**src/rtl/rr_arbiter_4_if.sv**
```systemverilog
// Request/grant bundle between the requesting blocks and the round-robin arbiter.
// The master drives requests; the slave (the arbiter) returns the grant.
interface rr_arbiter_4_if;
  logic [3:0] req;
  logic [3:0] gnt;
  logic [1:0] gnt_idx;
  logic       gnt_valid;

  modport master (output req, input gnt, input gnt_idx, input gnt_valid);
  modport slave  (input req, output gnt, output gnt_idx, output gnt_valid);
endinterface

```
**src/rtl/rr_arbiter_4.sv**
```systemverilog
// Four-way round-robin arbiter with registered one-hot grant, binary owner index
// and a hold limit that forces rotation when a long-running owner is contended.
module rr_arbiter_4 #(
  parameter int MAX_HOLD = 8,
  parameter int CNT_W    = 4
) (
  input  logic           clk,
  input  logic           rst_n,
  rr_arbiter_4_if.slave  bus
);

  typedef enum logic {IDLE, BUSY} state_t;

  // With no limit the counter simply parks at all-ones.
  localparam int SatInt = (MAX_HOLD == 0) ? (2 ** CNT_W) - 1 : MAX_HOLD - 1;
  localparam logic [CNT_W-1:0] HOLD_SAT = CNT_W'(SatInt);

  state_t           r_state;
  logic [1:0]       r_last;
  logic [CNT_W-1:0] r_hold_cnt;
  logic [3:0]       r_gnt;
  logic [1:0]       r_gnt_idx;
  logic             r_gnt_valid;

  state_t           w_next_state;
  logic [1:0]       w_next_last;
  logic [CNT_W-1:0] w_next_hold_cnt;
  logic [3:0]       w_next_gnt;
  logic [1:0]       w_next_idx;
  logic             w_next_valid;
  logic             w_take;
  logic [3:0]       w_mask;
  logic [1:0]       w_winner;
  logic [3:0]       w_owner_mask;
  logic [3:0]       w_others;
  logic             w_owner_req;
  logic             w_limit_hit;

  // Candidates are ptr+1, ptr+2, ptr+3, ptr; scanning backwards keeps the earliest hit.
  function automatic logic [1:0] rrPick(input logic [3:0] mask, input logic [1:0] ptr);
    logic [1:0] cand;
    logic [1:0] pick;
    pick = ptr;
    for (int k = 4; k >= 1; k--) begin
      cand = ptr + 2'(k);
      if (mask[cand]) pick = cand;
    end
    return pick;
  endfunction

  assign w_owner_mask = 4'b0001 << r_gnt_idx;
  assign w_others     = bus.req & ~w_owner_mask;
  assign w_owner_req  = bus.req[r_gnt_idx];
  assign w_limit_hit  = (MAX_HOLD != 0) && (r_hold_cnt == HOLD_SAT) && (|w_others);
  assign w_winner     = rrPick(w_mask, r_last);

  always_comb begin
    w_next_state    = r_state;
    w_next_last     = r_last;
    w_next_hold_cnt = r_hold_cnt;
    w_next_idx      = r_gnt_idx;
    w_next_valid    = r_gnt_valid;
    w_take          = 1'b0;
    w_mask          = bus.req;

    case (r_state)
      IDLE: begin
        if (|bus.req) w_take = 1'b1;
      end
      BUSY: begin
        // A release takes priority over a simultaneous forced rotation.
        if (!w_owner_req) begin
          if (|bus.req) begin
            w_take = 1'b1;
          end else begin
            w_next_state = IDLE;
            w_next_valid = 1'b0;
          end
        end else if (w_limit_hit) begin
          w_take = 1'b1;
          w_mask = w_others;
        end else if (r_hold_cnt != HOLD_SAT) begin
          w_next_hold_cnt = r_hold_cnt + CNT_W'(1);
        end
      end
      default: w_next_state = IDLE;
    endcase

    if (w_take) begin
      w_next_state    = BUSY;
      w_next_idx      = w_winner;
      w_next_last     = w_winner;
      w_next_hold_cnt = '0;
      w_next_valid    = 1'b1;
    end

    w_next_gnt = w_next_valid ? (4'b0001 << w_next_idx) : 4'b0000;
  end

  always_ff @(posedge clk or negedge rst_n) begin
    if (!rst_n) begin
      r_state     <= IDLE;
      r_last      <= 2'd3;
      r_hold_cnt  <= '0;
      r_gnt       <= 4'b0000;
      r_gnt_idx   <= 2'b00;
      r_gnt_valid <= 1'b0;
    end else begin
      r_state     <= w_next_state;
      r_last      <= w_next_last;
      r_hold_cnt  <= w_next_hold_cnt;
      r_gnt       <= w_next_gnt;
      r_gnt_idx   <= w_next_idx;
      r_gnt_valid <= w_next_valid;
    end
  end

  assign bus.gnt       = r_gnt;
  assign bus.gnt_idx   = r_gnt_idx;
  assign bus.gnt_valid = r_gnt_valid;

endmodule

```
**src/flat_wrapper.sv**
```systemverilog
// flat-port wrapper written by rule: the top's interface ports become plain ports
module rr_arbiter_4_flat 
#(
  parameter int MAX_HOLD = 8,
  parameter int CNT_W    = 4
)
  (clk, rst_n, bus_req, bus_gnt, bus_gnt_idx, bus_gnt_valid);
  rr_arbiter_4_if bus_i ();
  input  logic clk;
  input  logic rst_n;
  input wire logic [$bits(bus_i.req)-1:0] bus_req;
  output wire logic [$bits(bus_i.gnt)-1:0] bus_gnt;
  output wire logic [$bits(bus_i.gnt_idx)-1:0] bus_gnt_idx;
  output wire logic [$bits(bus_i.gnt_valid)-1:0] bus_gnt_valid;
  assign bus_i.req = bus_req;
  assign bus_gnt = bus_i.gnt;
  assign bus_gnt_idx = bus_i.gnt_idx;
  assign bus_gnt_valid = bus_i.gnt_valid;
  rr_arbiter_4 #(.MAX_HOLD(MAX_HOLD), .CNT_W(CNT_W)) u_core (.clk(clk), .rst_n(rst_n), .bus(bus_i));
endmodule
```
**config.mk**
```make
export PLATFORM = sky130hd
export DESIGN_NAME = rr_arbiter_4_flat
export DESIGN_NICKNAME = d
export VERILOG_FILES = /design/src/rtl/rr_arbiter_4_if.sv /design/src/rtl/rr_arbiter_4.sv /design/src/flat_wrapper.sv
export SDC_FILE = /design/constraint.sdc
export NUM_CORES = 1
export LEC_CHECK = 0
export CAP_MARGIN = 20
export CORE_MARGIN = 3
export CORE_UTILIZATION = 35
export CTS_CLUSTER_DIAMETER = 80
export CTS_CLUSTER_SIZE = 20
export DETAILED_ROUTE_END_ITERATION = 6
export GPL_TIMING_DRIVEN = 0
export SLEW_MARGIN = 10
export SYNTH_ARGS = -nofsm -noshare
export SYNTH_HDL_FRONTEND = slang
export SYNTH_SLANG_ARGS = --single-unit
```
**constraint.sdc**
```tcl
create_clock -name clk -period 1.9 [get_ports clk]
set_input_delay 0.57 -clock clk [delete_from_list [all_inputs] [get_ports clk]]
set_output_delay 0.57 -clock clk [all_outputs]
set_load 0.01 [all_outputs]
```
After elaboration in Yosys (flattened, before gate mapping). Cells that the tools add are included.

Bits in registers: 14. Output and inout port bits: 7. Logic and storage cells: 61.

Add/sub/neg operators: 4. $lt $le $gt $ge: 4. Equal/unequal tests: 3. Shift operators: 2. Mux-type cells: 32. Bitwise gates (word level): 3. Reductions and logical operators: 7.

Operators by type and width (number): 4-bit 2-to-1 mux (9); 1-bit 2-to-1 mux (14); 2-bit by 3-bit less-than comparator with 1-bit output, second input constant (4); 1-bit binary-select mux with 2-bit select (4); 2-bit 2-to-1 mux (4); 4-bit OR reduction (2); 1-bit by 2-bit << shifter with 4-bit output, first input constant (2); 2-bit nonzero test (3); 2-bit adder, second input constant (2); 4-bit by 1-bit adder with 4-bit output, second input constant (1); 4-bit bitwise AND (1); 4-bit by 3-bit equality test with 1-bit output, second input constant (1); 4-bit by 3-bit != test with 1-bit output, second input constant (1); 4-bit inverter (1); 4-bit AND reduction (1); 2-bit by 1-bit adder with 2-bit output, second input constant (1); 2-bit by 1-bit != test with 1-bit output, second input constant (1); 1-bit one-hot mux with 2 select lines (1); 1-bit logical AND (1); 1-bit inverter (1).

Depth between registers and ports, before layout. Gate-level depths: netlist of the first run.

Word-level depth: 16. Depth in mapped cells: 8. Mapped depth without buffers: 7.

Worst setup path after synthesis of the first run. OpenSTA, ideal clock, no wires.

Path kind: input-to-reg. From: input bus_req[2]. To: register u_core.r_gnt[3], in the netlist u_core.bus.gnt[3]. Library setup time: 0.120 ns. Arrival: 1.851 ns. Slack: -0.072 ns. Stages on the path: 6. Cells stage by stage: or4_4 o21ai_4 o22ai_2 buf_6 o21a_4 and4_1.

Elaborated cells between the ends (all ways): 29. Classes of those cells: shift: 1; mux: 24; bitwise: 1; reduce/logical: 3.

RTL lines: start: declaration (line flat_wrapper.sv:11) `input wire logic [$bits(bus_i.req)-1:0] bus_req;`; 4-bit bitwise AND (line rr_arbiter_4.sv:52) `assign w_others = bus.req & ~w_owner_mask;`; 4-bit OR reduction (line rr_arbiter_4.sv:54) `assign w_limit_hit = (MAX_HOLD != 0) && (r_hold_cnt == HOLD_SAT) && (|w_others);`; 1-bit logical AND (line rr_arbiter_4.sv:54); 1-bit 2-to-1 mux (line rr_arbiter_4.sv:79) `end else if (w_limit_hit) begin`; 1-bit 2-to-1 mux (line rr_arbiter_4.sv:72) `if (!w_owner_req) begin`; 1-bit one-hot mux with 2 select lines (line rr_arbiter_4.sv:66) `case (r_state)`; 1-bit 2-to-1 mux * (line rr_arbiter_4.sv:89) `if (w_take) begin`; net u_core.w_next_valid (line rr_arbiter_4.sv:30) `logic w_next_valid;`; 4-bit 2-to-1 mux * (line rr_arbiter_4.sv:97) `w_next_gnt = w_next_valid ? (4'b0001 << w_next_idx) : 4'b0000;`; net u_core.w_next_gnt[3] (line rr_arbiter_4.sv:28) `logic [3:0] w_next_gnt;`; end signal: assignment (line rr_arbiter_4.sv:112) `r_gnt <= w_next_gnt;`; end: declaration (line rr_arbiter_4.sv:21) `logic [3:0] r_gnt;`.

Mark *: on every way through the listed nets, which the timed path passes. The rest lies on a longest branch. The select of a mux whose other input is x is not followed. A chain may end at the register's enable or synchronous reset.

Worst setup path in the final report of the first run.
From: register u_core.r_gnt_idx[0], in the netlist u_core.bus.gnt_idx[0]. To: register u_core.r_gnt[3], in the netlist u_core.bus.gnt[3].

Elaborated cells between the ends (all ways): 28. Classes of those cells: shift: 2; mux: 22; bitwise: 2; reduce/logical: 2.

RTL lines: start: declaration (line rr_arbiter_4.sv:22) `logic [1:0] r_gnt_idx;`; start signal: assignment (line rr_arbiter_4.sv:113) `r_gnt_idx <= w_next_idx;`; 1-bit by 2-bit << shifter with 4-bit output (line rr_arbiter_4.sv:51) `assign w_owner_mask = 4'b0001 << r_gnt_idx;`; 4-bit inverter (line rr_arbiter_4.sv:52); 4-bit bitwise AND (line rr_arbiter_4.sv:52); 4-bit OR reduction (line rr_arbiter_4.sv:54); 1-bit logical AND (line rr_arbiter_4.sv:54); 1-bit 2-to-1 mux (line rr_arbiter_4.sv:79); 1-bit 2-to-1 mux (line rr_arbiter_4.sv:72); 1-bit one-hot mux with 2 select lines (line rr_arbiter_4.sv:66); 1-bit 2-to-1 mux * (line rr_arbiter_4.sv:89); net u_core.w_next_valid (line rr_arbiter_4.sv:30); 4-bit 2-to-1 mux * (line rr_arbiter_4.sv:97); net u_core.w_next_gnt[3] (line rr_arbiter_4.sv:28).

Marks and branches as above.

==> results of run 1 <==
-- cell type report --
cell class | count | area, µm² | share of cell area [%]
sequential | 14 | 355.3 | 24.74
buffer | 7 | 65.06 | 4.530
clock buffer | 4 | 36.28 | 2.526
timing repair buffer | 23 | 195.2 | 13.59
tap | 31 | 38.79 | 2.700
inverter | 6 | 22.52 | 1.568
multi-input combinational | 81 | 723.2 | 50.35
-- cell usage after synthesis (all sizes together) (3+ instances only) --
cell | count | share of area, %
nand2b | 4 | 2.5
nor2 | 4 | 1.6
dfrtp | 12 | 27
o21ai | 5 | 3.3
nor3 | 4 | 1.8
a21o | 4 | 2.7
nand2 | 6 | 2.3
buf | 7 | 4.8
o211ai | 3 | 2.1
a21oi | 4 | 1.8
o22ai | 3 | 2.9
nand3 | 5 | 2.3
o21a | 4 | 3.6
mux2i | 3 | 2.7
inv | 6 | 2.1
o41ai | 3 | 5.5
-- through the flow --
step,instances,hold slack [ns],cell area (µm²),setup TNS (ns)
after detailed placement,150,0.5157,1231,-7.697
after global placement,150,0.5046,1231,-7.787
after floorplan,109,0.2744,1092,-0.1167
after CTS,159,0.5387,1346,-0.3132
after global routing,166,0.5762,1436,-0.8805
final,166,0.5419,1436,-0.2226
-- state kept, by name, indices dropped and copies added, names as in the netlist --
signal / count
u_core.r_hold_cnt: 4
u_core.r_last: 2
u_core.r_state: 1
u_core.bus.gnt_valid: 1
u_core.bus.gnt: 4
u_core.bus.gnt_idx: 2
-- cell families after synthesis --
kind of cell    count (synthesis)  synth area share (%)
mux                             4                 3.780
simple gates                   38                 23.94
flops                          14                 32.30
fa+ha+maj                       1                 1.145
compound gates                 38                 31.50
buf+inv                        14                 7.330
-- repair_timing --
| action | 4_1_cts | 5_1_grt |
|---|---|---|
| gates cloned | 1 | 0 |
| gates resized for setup | 15 | 14 |
| hold endpoints to repair | 0 | 0 |
| setup endpoints to repair | 14 | 12 |
| pin swaps | 11 | 12 |
| setup buffers | 5 | 7 |
-- report_power, final --
group	internal, W	switching (W)	total, W
clock network	0.000117	0.0000990	0.000216
logic	0.000620	0.000556	0.00118
registers	0.000424	0.000125	0.000549
total	0.00116	0.000780	0.00194
-- critical path: stages (launching register included) --
cell	delay, ns
dfrtp_2	0.45
or4_4	0.56
o21ai_4	0.20
o22ai_4	0.12
buf_6	0.16
o21a_4	0.21
and4_1	0.19
-- metal layers --
layer	vias to the layer above	global-route usage, %
met3	3	2.273
met4	0	5.455
met2	34	22.87
met5	-	0
met1	464	21.77
li1	467	-
-- worst paths after layout --
kind / end / slack (ns) / cells after the start
hold reg to reg: u_core.r_hold_cnt[3] / 0.54 / 1
min in group asynchronous: u_core.r_hold_cnt[3] / 0.66 / 1
hold / removal: u_core.r_hold_cnt[3] / 0.54 / 1
setup reg to reg: u_core.bus.gnt[3] / -0.09 / 6
max in group asynchronous: u_core.bus.gnt_idx[1] / 0.81 / 1
setup / recovery: u_core.bus.gnt[3] / -0.09 / 6
==> flow_metrics.py, run 1 <==
metrics = {
    "grt": {
        "grt_antenna_before_repair": 0,
        "track_usage_pct": 15.11,
        "grt_pass1_wl_um": 4312,
        "gr-total-overflow": 0,
        "grt_pass1_vias": 905,
        "grt_max_degree": 15,
    },
    "timing": {
        "drv_slew": 0,
        "relSlewSlack_pct": 59.55,
        "final-hold-violation-count": 0,
        "fin_ws_ns": -0.09439,
        "min_period_ns": 1.994,
        "finalCritPeriodShare_pct": 105.0,
        "fmax_mhz": 501.4,
        "worst_pin_slew_ns": 0.6049,
        "rsz0062_at_grt": "yes",
        "setup_viol": 4,
        "finClkSkew_ns": 0.002079,
    },
    "final_layout": {
        "final_nets": 143,
        "layout-drive-gt1-share_pct": 42.96,
        "layout_commonest_cell": "buf_4",
        "area_delta_synth_final_pct": 31.50,
        "fin_util_pct": 50.35,
        "fillers": 272,
        "layout_common_cells": "buf_4, dfrtp_1, clkdlybuf4s50_1",
        "diodes": 0,
    },
    "drt": {
        "topRoutingLayerUsed": "met4",
        "drt_wl_total_um": 2662,
        "vias_per_cell": 5.831,
        "drt-met1-wl_um": 1278,
        "wl_met3_um": 103,
        "dr_wl_met2_um": 1253,
        "ant_nets": 0,
        "drt-pass1-iter-count": 4,
        "avgRoutedWirePerCell_um": 16.04,
        "drtIter0Drc": 70,
        "drcViolationCount": 0,
        "vias": 968,
    },
    "min_path": {
        "hp-start": "u_core.r_hold_cnt[3]",
        "worstHoldPathType": "reg2reg",
    },
    "run_status": {
        "outcome": "finished with violations",
        "violations": "negative setup slack",
    },
    "critical_path": {
        "crit_start": "u_core.bus.gnt_idx[0]",
        "crit_fanout": 5,
        "worstPathArrival_ns": 2.17,
        "cp.required_ns": 2.07,
        "regToRegStartpoint": "u_core.bus.gnt_idx[0]",
        "path_class": "reg2reg",
        "cp-end-kind": "flip-flop",
        "cp-start-kind": "flip-flop",
    },
    "clock_network": {
        "clock_path_buffers": 2,
        "ctsHoldBuffers": 0,
        "clkTransAtPathRegs_ns": 0.09,
        "cts_max_level": 1,
        "cts_tree": "yes",
        "clk_latency_ns": 0.28,
        "clock_sinks": 14,
        "numCtsBuffers": 3,
        "root_buffer": "clkbuf_4",
    },
    "synthesis": {
        "ys_types": 56,
        "ys_ff_latch": 14,
        "ys.flop_type": "dfrtp_1",
        "synth_nets": 116,
        "synth_warnings": 0,
        "synth-edff-count": 0,
        "syn_area_um2": 1092,
        "syn_avg_cell_area_um2": 10.02,
        "async_reset_ff_share_pct": 100.0,
        "ys_seq_area_share_pct": 32.30,
        "syn_inst": 109,
    },
    "floorplanning": {
        "die_y_um": 61.87,
        "die_w_um": 61.87,
        "dieArea_um2": 3827,
        "pin_count": 13,
        "initial_core_util_pct": 38.29,
        "core_um2": 2853,
        "rows": 19,
    },
    "power_and_ir_drop": {
        "finalPower_w": 0.001940,
        "p_per_area_nw_per_um2": 1351,
        "leakage_nw": 0.5893,
        "peakVddDrop_uv": 771.1,
    },
    "place": {
        "place_congestion": 0.7713,
        "port_buffers": 10,
        "hpwl_um": 1793,
        "post-place-ws_ns": -0.7202,
    },
    "run": {
        "maxCapViolCount": 0,
    },
}
No activity file was read; power rests on OpenSTA's default activity.
==> inputs of run 2 (changes only) <==
--- a/config.mk
+++ b/config.mk
@@ -14,2 +14,3 @@
 export GPL_TIMING_DRIVEN = 0
+export PLACE_DENSITY_LB_ADDON = 0.05
 export SLEW_MARGIN = 10
--- a/constraint.sdc
+++ b/constraint.sdc
@@ -3,2 +3,2 @@
 set_output_delay 0.57 -clock clk [all_outputs]
-set_load 0.01 [all_outputs]
+set_load 0.02 [all_outputs]
==> run 2 against run 1 <==
  * Clock power is essentially flat
  * Global-route usage rose by 1.0 points
  * Total power up 6.5%
  * Largest cell class unchanged
  * Non-clock buffer count increased by 8
  * Design area grew 6.9%
  * Utilization is 3.5 points higher
  * Critical path depth up 2
  * Critical endpoint is now u_core.bus.gnt[1]
  * Highest routed layer unchanged
  * Worst hold slack gained 0.026 ns
  * Worst setup slack better by 0.052 ns
  * Die area is the same
  * The flow still finishes with violations (negative setup slack)
  * Sequential power fell by 3%
==> flow_metrics.py, run 2 (synthesis results as in run 1) <==
metrics = {
    "run_status": {
        "outcome": "finished with violations",
        "violations": "negative setup slack",
    },
    "power_and_ir_drop": {
        "switchingPower_w": 0.0008390,
        "peakVddDrop_uv": 748.0,
        "leakage_nw": 0.6272,
        "internal_power_w": 0.001227,
        "power_frac_comb_pct": 63.9,
        "seq_power_share_pct": 25.6,
        "p_per_area_nw_per_um2": 1346,
        "switching_share_pct": 40.61,
        "pwr-share-clk_pct": 10.5,
    },
    "drt": {
        "drcViolationCount": 0,
        "vias_per_cell": 5.720,
        "vias": 1001,
        "drtIter0Drc": 29,
        "drt-pass1-iter-count": 4,
        "ant_nets": 0,
        "avgRoutedWirePerCell_um": 15.68,
        "drt_wl_total_um": 2744,
    },
    "critical_path": {
        "regToRegStartpoint": "u_core.bus.gnt_idx[0]",
        "cp.required_ns": 2.07,
        "cp-end-kind": "flip-flop",
        "crit_chain": "clkdlybuf4s15_2 > buf_6 > nor3_1 > o41ai_4 > o21a_1 > nand4_1 > o21a_2 > a21boi_2",
        "path_class": "in2reg",
        "critPathMaxStageDelay_ns": 0.46,
        "cp-start-kind": "input pin",
        "r2r_slack_ns": -0.03,
        "reg2reg_depth": 6,
        "worst_path_max_delay_cell": "o41ai_4",
        "crit_start": "bus_req[2]",
        "crit_fanout": 7,
        "r2r-end": "u_core.bus.gnt[1]",
        "worstPathArrival_ns": 2.12,
    },
    "timing": {
        "drv_slew": 0,
        "finalCritPeriodShare_pct": 102.2,
        "fin_ws_ns": -0.04237,
        "setup_viol": 4,
        "min_period_ns": 1.942,
        "rsz0062_at_grt": "yes",
        "relSlewSlack_pct": 60.20,
        "fmax_mhz": 514.8,
        "worst_pin_slew_ns": 0.5952,
        "holdWs_ns": 0.5677,
        "final-hold-violation-count": 0,
        "setup_tns_ns": -0.08274,
        "finClkSkew_ns": 0.006753,
    },
    "place": {
        "hpwl_um": 1750,
        "port_buffers": 10,
        "dp.cells": 150,
        "place_congestion": 0.7597,
    },
    "final_layout": {
        "seq_area_um2": 355.3,
        "layout_common_cells": "buf_4, dfrtp_1, inv_1, clkdlybuf4s50_1",
        "layout-drive-gt1-share_pct": 47.22,
        "multi_input_area_um2": 752.0,
        "final_nets": 152,
        "fillers": 267,
        "area_delta_synth_final_pct": 40.55,
        "diodes": 0,
        "layout_commonest_cell": "buf_4",
        "fin_cells": 175,
    },
    "min_path": {
        "hp-start": "u_core.r_last[0]",
        "whs_endpoint": "u_core.r_last[0]",
        "hold_depth": 1,
        "worstHoldPathType": "reg2reg",
    },
    "floorplanning": {
        "core_um2": 2853,
        "rows": 19,
        "initial_core_util_pct": 38.29,
        "pin_count": 13,
        "dieArea_um2": 3827,
        "die_w_um": 61.87,
        "die_y_um": 61.87,
    },
    "grt": {
        "grt_antenna_before_repair": 0,
        "track_usage_pct": 16.11,
        "grt_pass1_wl_um": 4554,
        "gr-total-overflow": 0,
        "grt_max_degree": 15,
        "grt_pass1_vias": 959,
    },
    "clock_network": {
        "cts_tree": "yes",
        "clkTransAtPathRegs_ns": 0.08,
        "clk_latency_ns": 0.28,
        "ctsHoldBuffers": 0,
        "root_buffer": "clkbuf_4",
        "numCtsBuffers": 3,
        "clock_path_buffers": 2,
        "clock_sinks": 14,
        "cts_max_level": 1,
    },
    "run": {
        "maxCapViolCount": 0,
    },
}
-- run 2: changes by cell type in the layout (fill, tap and decap cells not counted), moves of 2 or more --
cell | previous run | this run
buf_6 | 6 | 4
clkdlybuf4s15_2 | 0 | 2
clkdlybuf4s50_1 | 7 | 5
dlygate4sd2_1 | 0 | 2
buf_4 | 13 | 21
-- run 2: power groups by stage --
stage	combinational, W	sequential [W]	clock, W
2_1_floorplan	0.000696	0.000564	0
3_3_place_gp	0.00102	0.000515	0
3_5_place_dp	0.00102	0.000517	0
4_1_cts	0.00126	0.000528	0.000222
5_1_grt	0.00144	0.000545	0.000244
6_report	0.00132	0.000530	0.000216
-- run 2: per-layer routing --
metal,vias to the layer above,global-route usage (%),routed length (µm)
li1,492,-,-
met1,482,22.45,1328
met2,20,23.77,1260
met3,7,4.959,115
met4,0,5.152,40
met5,-,0,0
-- run 2: worst max path at each step --
stage	slack [ns]	endpoint
after floorplan	-0.04	u_core.bus.gnt[3]
after global placement	-0.78	u_core.bus.gnt[2]
after detailed placement	-0.74	u_core.bus.gnt[2]
after CTS	-0.04	u_core.bus.gnt[1]
after global routing	-0.12	u_core.bus.gnt[1]
final	-0.04	u_core.bus.gnt[1]
-- run 2: layout make-up --
| type | count | area share [%] |
|---|---|---|
| plain buffers | 7 | 4.727 |
| clock buffers | 4 | 2.363 |
| inverters | 6 | 1.467 |
| multi-input cells | 82 | 48.98 |
| flip-flops and latches | 14 | 23.15 |
| well taps | 31 | 2.526 |
| repair buffers | 31 | 16.79 |
-- run 2: worst max-delay path, delay by kind of cell --
kind / cells / cell delay [ns]
AOI/OAI and AO/OA: 4 / 0.98
and+or+nand+nor: 2 / 0.25
buffers and inverters: 2 / 0.31
-- run 2: what timing repair did --
action                                  4_1_cts  5_1_grt
gates resized for setup                      21       13
setup buffers                                17        3
endpoints found under the setup margin       15       12
gates cloned                                  2        0
pin swaps                                     7       10
-- run 2: through the flow --
stage	instance area (µm²)	util (%)	power [W]	worst slack [ns]
6_report	1535	53.82	0.002066	-0.04237
5_1_grt	1535	53.82	0.002230	-0.1163
4_1_cts	1466	51.40	0.002006	-0.03890
3_5_place_dp	1231	43.16	0.001533	-0.7418
3_3_place_gp	1231	43.16	0.001535	-0.7786
2_1_floorplan	1092	-	0.001260	-0.04484
